==> src/rtl/pipe_pkg.sv <==
// Shared pipeline definitions: control-flow opcodes, branch-unit state encoding
// and the fixed instruction size.
package pipe_pkg;

  typedef enum logic [2:0] {
    OP_BEQ  = 3'd0,
    OP_BNE  = 3'd1,
    OP_BLT  = 3'd2,
    OP_BGE  = 3'd3,
    OP_BLTU = 3'd4,
    OP_BGEU = 3'd5,
    OP_JAL  = 3'd6,
    OP_JALR = 3'd7
  } op_e;

  typedef enum logic [1:0] {
    ST_IDLE     = 2'd0,
    ST_REDIRECT = 2'd1,
    ST_SHADOW   = 2'd2
  } state_e;

  localparam logic [63:0] INSN_SIZE = 64'd8;

  function automatic logic is_misaligned(input logic [63:0] addr);
    return addr[2:0] != 3'b000;
  endfunction

endpackage

==> src/rtl/branch_cmp.sv <==
// Combinational branch condition evaluator; jumps are unconditionally taken.
module branch_cmp
  import pipe_pkg::*;
(
  input  logic [2:0]  op,
  input  logic [63:0] rs1_val,
  input  logic [63:0] rs2_val,
  output logic        taken
);

  logic w_eq;
  logic w_lt_s;
  logic w_lt_u;

  assign w_eq   = (rs1_val == rs2_val);
  assign w_lt_s = ($signed(rs1_val) < $signed(rs2_val));
  assign w_lt_u = (rs1_val < rs2_val);

  always_comb begin
    taken = 1'b0;
    case (op_e'(op))
      OP_BEQ:  taken = w_eq;
      OP_BNE:  taken = !w_eq;
      OP_BLT:  taken = w_lt_s;
      OP_BGE:  taken = !w_lt_s;
      OP_BLTU: taken = w_lt_u;
      OP_BGEU: taken = !w_lt_u;
      OP_JAL:  taken = 1'b1;
      OP_JALR: taken = 1'b1;
      default: taken = 1'b0;
    endcase
  end

endmodule

==> src/rtl/branch_unit.sv <==
// Branch resolution unit: evaluates control-flow instructions, redirects the PC
// stage, squashes SHADOW wrong-path fetch cycles and keeps saturating statistics.
module branch_unit
  import pipe_pkg::*;
#(
  parameter int unsigned SHADOW = 2,
  parameter int unsigned CNT_W  = 32
) (
  input  logic             clk,
  input  logic             rst,
  input  logic             valid_in,
  input  logic [2:0]       op,
  input  logic [63:0]      pc_in,
  input  logic [63:0]      rs1_val,
  input  logic [63:0]      rs2_val,
  input  logic [63:0]      imm,
  output logic             mux_ctrl,
  output logic [63:0]      branch_addr,
  output logic             flush,
  output logic [63:0]      link_addr,
  output logic             addr_err,
  output logic [CNT_W-1:0] br_cnt,
  output logic [CNT_W-1:0] taken_cnt
);

  // Value loaded on SHADOW entry: remaining squash cycles after the current one.
  localparam logic [2:0] SHADOW_LAST = (SHADOW > 1) ? 3'(SHADOW - 2) : 3'd0;

  state_e           r_state;
  state_e           w_state_nxt;
  logic [2:0]       r_shadow_cnt;
  logic [2:0]       w_shadow_cnt_nxt;
  logic [63:0]      r_branch_addr;
  logic [63:0]      r_link_addr;
  logic             r_addr_err;
  logic [CNT_W-1:0] r_br_cnt;
  logic [CNT_W-1:0] r_taken_cnt;

  logic             w_taken;
  logic [63:0]      w_target;
  logic             w_misalign;
  logic             w_accept;
  logic             w_redirect;

  branch_cmp u_cmp (
    .op      (op),
    .rs1_val (rs1_val),
    .rs2_val (rs2_val),
    .taken   (w_taken)
  );

  always_comb begin
    w_target = pc_in + imm;
    if (op_e'(op) == OP_JALR) begin
      w_target = (rs1_val + imm) & ~64'h7;
    end
  end

  assign w_misalign = is_misaligned(w_target);
  assign w_accept   = valid_in && (r_state == ST_IDLE);
  assign w_redirect = w_accept && w_taken && !w_misalign;

  always_comb begin
    w_state_nxt      = r_state;
    w_shadow_cnt_nxt = r_shadow_cnt;
    case (r_state)
      ST_IDLE: begin
        if (w_redirect) begin
          w_state_nxt = ST_REDIRECT;
        end
      end
      ST_REDIRECT: begin
        if (SHADOW > 1) begin
          w_state_nxt      = ST_SHADOW;
          w_shadow_cnt_nxt = SHADOW_LAST;
        end else begin
          w_state_nxt = ST_IDLE;
        end
      end
      ST_SHADOW: begin
        if (r_shadow_cnt == 3'd0) begin
          w_state_nxt = ST_IDLE;
        end else begin
          w_shadow_cnt_nxt = r_shadow_cnt - 3'd1;
        end
      end
      default: w_state_nxt = ST_IDLE;
    endcase
  end

  always_ff @(posedge clk or posedge rst) begin
    if (rst) begin
      r_state      <= ST_IDLE;
      r_shadow_cnt <= '0;
    end else begin
      r_state      <= w_state_nxt;
      r_shadow_cnt <= w_shadow_cnt_nxt;
    end
  end

  always_ff @(posedge clk or posedge rst) begin
    if (rst) begin
      r_branch_addr <= '0;
      r_link_addr   <= '0;
      r_addr_err    <= 1'b0;
      r_br_cnt      <= '0;
      r_taken_cnt   <= '0;
    end else begin
      r_addr_err <= w_accept && w_taken && w_misalign;
      if (w_redirect) begin
        r_branch_addr <= w_target;
      end
      if (w_accept) begin
        r_link_addr <= pc_in + INSN_SIZE;
      end
      if (w_accept && (r_br_cnt != '1)) begin
        r_br_cnt <= r_br_cnt + CNT_W'(1);
      end
      if (w_redirect && (r_taken_cnt != '1)) begin
        r_taken_cnt <= r_taken_cnt + CNT_W'(1);
      end
    end
  end

  // Decoded from the state register so an asynchronous reset drops both at once.
  assign mux_ctrl    = (r_state == ST_REDIRECT);
  assign flush       = (r_state != ST_IDLE);
  assign branch_addr = r_branch_addr;
  assign link_addr   = r_link_addr;
  assign addr_err    = r_addr_err;
  assign br_cnt      = r_br_cnt;
  assign taken_cnt   = r_taken_cnt;

endmodule

==> config.mk <==
export PLATFORM = sky130hd
export DESIGN_NAME = branch_unit
export DESIGN_NICKNAME = d
export VERILOG_FILES = /design/src/rtl/pipe_pkg.sv /design/src/rtl/branch_cmp.sv /design/src/rtl/branch_unit.sv
export SDC_FILE = /design/constraint.sdc
export NUM_CORES = 1
export LEC_CHECK = 0
export CORE_ASPECT_RATIO = 0.75
export CORE_MARGIN = 5
export CORE_UTILIZATION = 55
export CTS_BUF_LIST = sky130_fd_sc_hd__clkbuf_4
export DETAILED_ROUTE_END_ITERATION = 8
export PLACE_DENSITY = 0.89
export SYNTH_ARGS = -nofsm -noshare
export SYNTH_HDL_FRONTEND = slang
export SYNTH_SLANG_ARGS = --single-unit
==> constraint.sdc <==
create_clock -name clk -period 20.7 [get_ports clk]
set_input_delay 5.175 -clock clk [delete_from_list [all_inputs] [get_ports clk]]
set_output_delay 5.175 -clock clk [all_outputs]
set_load 0.02 [all_outputs]
==> impl_metrics.env <==
export IMPL_via_count=18300
export IMPL_synthCells=2175
export IMPL_syn_area_per_cell_sq_um=8.10
export IMPL_muxShareOfSynthArea_pct=0.646
export IMPL_power_total_mw=1.56
export IMPL_via_per_inst=6.09
export IMPL_fp_coreArea_sq_mm=0.0315
export IMPL_synth_most_common_cell="nand2_1"
export IMPL_overflow=0
export IMPL_die_y_um=165
export IMPL_p_switching_uw=676
export IMPL_cts_tree="yes"
export IMPL_grt_pass1_wl_mm=98.3
export IMPL_fin_crit_sh_pct=48.3
export IMPL_slew_headroom_pct=4.84
export IMPL_slowest_delay_ps=810
export IMPL_cts_resized_gates=0
export IMPL_fmax_ghz=0.100
export IMPL_worst_path_max_delay_cell="nor4_2"
export IMPL_crit_family="simple AND/OR/NAND/NOR gates"
export IMPL_start_kind="input pin"
export IMPL_p_clk_share_pct=14.1
export IMPL_grt_max_degree=145
export IMPL_drc=0
export IMPL_synth_fa_ha_area_share_pct=13.9
export IMPL_cts_made_buffers=17
export IMPL_syn_to_final_growth_pct=29.2
export IMPL_switching_share_pct=43.4
export IMPL_setup_violations_final=0
export IMPL_min_path_type="reg -> reg"
export IMPL_fp_row_count=56
export IMPL_cell_internal_pwr_uw=882
export IMPL_synth_nets=2632
export IMPL_drive_above_1_share_pct=3.15
export IMPL_synth_common_cells="nand2_1 (294), dfrtp_1 (198), ha_1 (194)"
export IMPL_port_buffers=456
export IMPL_crit_type="in -> reg"
export IMPL_synth_seq_area_share_pct=28.1
export IMPL_setup_tns_ps=0
export IMPL_clk_latency_ps=690
export IMPL_p_leak_nw=10.2
export IMPL_final_cells=3007
export IMPL_wire_per_inst_um=21.2
export IMPL_clk_pin_slew_ps=190
export IMPL_cts_sinks=198
export IMPL_rsz0062_at_grt="no"
export IMPL_initial_core_util_pct=56.0
export IMPL_synth_edff_count=0
export IMPL_synth_distinct_cells=74
export IMPL_fin_area_sq_mm=0.0228
export IMPL_syn_area_sq_mm=0.0176
export IMPL_die_w_um=217
export IMPL_drt_iter0_markers=2063
export IMPL_synth_simple_area_share_pct=20.5
export IMPL_synth_top_area_share_pct=28.1
export IMPL_synth_main_ff_cell="dfrtp_1"
export IMPL_place_hpwl_mm=51.7
export IMPL_powerDensity_mw_per_mm2=68.5
export IMPL_cp_max_fo=71
export IMPL_synth_top_family_by_area="compound AO/OA/AOI/OAI gates"
export IMPL_synth_top_cell_by_area="dfrtp_1"
export IMPL_nets=3045
export IMPL_endpoint_kind="flop"
export IMPL_gp_congestion=0.978
export IMPL_worst_r2r_setup_slack_ps=17190
export IMPL_clock_skew_final_ps=21.9
export IMPL_dr_pass1_iters=6
export IMPL_crit_required_ps=21300
export IMPL_synth_compound_area_share_pct=21.5
export IMPL_yosys_warnings=0
export IMPL_antenna_found_initial=3
export IMPL_max_cap_violations=0
export IMPL_p_seq_share_pct=34.6
export IMPL_ant_nets=0
export IMPL_synthTopCellsByArea="dfrtp_1 (28%), ha_1 (14%), xnor2_1 (6.6%), nand2_1 (6.3%), o21ai_0 (5.1%)"
export IMPL_postPlaceCellArea_sq_mm=0.0225
export IMPL_dp_cells=2975
export IMPL_crit_buf_inv=3
export IMPL_yosys_area_share_xor_xnor_pct=11.4
export IMPL_critPathMostFrequentCell="nor4_2"
export IMPL_root_buffer="clkbuf_4"
export IMPL_track_usage_pct=34.3
export IMPL_hold_violations=0
export IMPL_first_global_vias=17900
export IMPL_io_pins=457
export IMPL_post_cts_buffers=0
export IMPL_clk_path_buf_depth=2
export IMPL_slew_violations=0
export IMPL_vdd_ir_drop_max_mv=0.0366
export IMPL_status="finished clean"
export IMPL_finalWorstPathRequiredPeriod_ps=10000
export IMPL_worstMarginPinSlew_ps=1390
export IMPL_hold_buffers=0
export IMPL_wl_mm=63.7
export IMPL_critical_path_cell_chain="clkdlybuf4s50_1 -> inv_1 -> ha_1 -> nand4_1 -> nor4_2 -> nand2_1 -> nor4_2 -> a211o_1 -> or2_1 -> mux2i_1 -> or3_4 -> buf_4 -> a21oi_1 -> mux2_2"
export IMPL_synth_seq_cells=198
export IMPL_p_comb_share_pct=51.3
export IMPL_die_area_sq_mm=0.0357
export IMPL_htreeDepth=4
export IMPL_crit_arrival_ps=10600
export IMPL_synthArstFlopShare_pct=100
-- power by group through the flow --
stage          combinational, mW  clock, mW  sequential (mW)
2_1_floorplan              0.312          0            0.642
3_3_place_gp               0.774          0            0.542
3_5_place_dp               0.790          0            0.545
4_1_cts                    0.795      0.221            0.538
5_1_grt                    0.856      0.236            0.549
6_report                   0.799      0.220            0.540
-- per-layer routing --
| layer | track usage [%] | part of all wire, % | wire length [um] |
|---|---|---|---|
| met1 | 44.5 | 41 | 26300 |
| met2 | 55.9 | 45 | 28900 |
| met3 | 8.76 | 9.5 | 6060 |
| met4 | 12.8 | 3.8 | 2440 |
| met5 | 0 | 0.028 | 18 |
-- cells by family after synthesis --
group,Yosys count
multiplexers,11
flip-flops,198
XOR/XNOR,230
AND/OR/NAND/NOR,750
AO/OA/AOI/OAI,613
buffers and inverters,178
adder cells (fa/ha/maj),195
-- worst reg2reg max path: stages, from the launching register on --
cell,delay [ps]
dfrtp_1,520
nor2_1,420
nand2_4,430
a41oi_1,690
and3_1,400
nand2_1,130
nor2_1,490
nand4_1,190
xnor2_1,160
-- placed cells by master, fill, tap and decap left out, types with 58 or more instances in the layout --
master / synthesis / layout
a21o_1: 88 / 88
a21oi_1: 172 / 172
clkdlybuf4s50_1: 0 / 456
dfrtp_1: 198 / 198
ha_1: 194 / 194
inv_1: 107 / 106
nand2_1: 294 / 293
nand3_1: 59 / 58
nand4_1: 64 / 64
nor2_1: 146 / 146
o21ai_0: 180 / 180
xnor2_1: 132 / 132
xor2_1: 98 / 98
-- path summary, 6_finish.rpt --
kind                                            from                          end  depth (start not counted)
max                                      rs2_val[63]     taken_cnt[1]$_DFFE_PP0P_                         14
min                        link_addr[44]$_DFFE_PP0P_    link_addr[44]$_DFFE_PP0P_                          2
max reg2reg                   r_state[0]$_DFFE_PP0P_       br_cnt[27]$_DFFE_PP0P_                          8
min reg2reg                link_addr[44]$_DFFE_PP0P_    link_addr[44]$_DFFE_PP0P_                          2
max in group asynchronous                        rst  branch_addr[23]$_DFFE_PP0P_                          3
min in group asynchronous                        rst        br_cnt[4]$_DFFE_PP0P_                          2
-- cell type report --
| type | instances | area, sq um |
|---|---|---|
| antenna | 1 | 2.50 |
| multi-input combinational | 1799 | 12000 |
| fill | 2446 | 8700 |
| clock inverter | 13 | 135 |
| clock buffer | 18 | 135 |
| sequential | 198 | 4950 |
| inverter | 109 | 417 |
| tap | 406 | 508 |
| timing repair buffer | 463 | 4620 |
-- metrics by stage --
step / util (%) / worst slack, ps / hold WS, ps
6_report: 72.4 / 10700 / 500
5_1_grt: 72.4 / 10440 / 527
3_5_place_dp: 71.5 / 10040 / 469
3_3_place_gp: 71.5 / 10130 / 461
4_1_cts: 72.4 / 10810 / 506
2_1_floorplan: - / 10130 / 472
-- flip-flops by register name, indices dropped and copies added, names as in the netlist --
register      flops
taken_cnt        32
link_addr        64
r_state           2
branch_addr      64
r_shadow_cnt      3
br_cnt           32
addr_err          1
No activity file was read; power rests on OpenSTA's default activity.
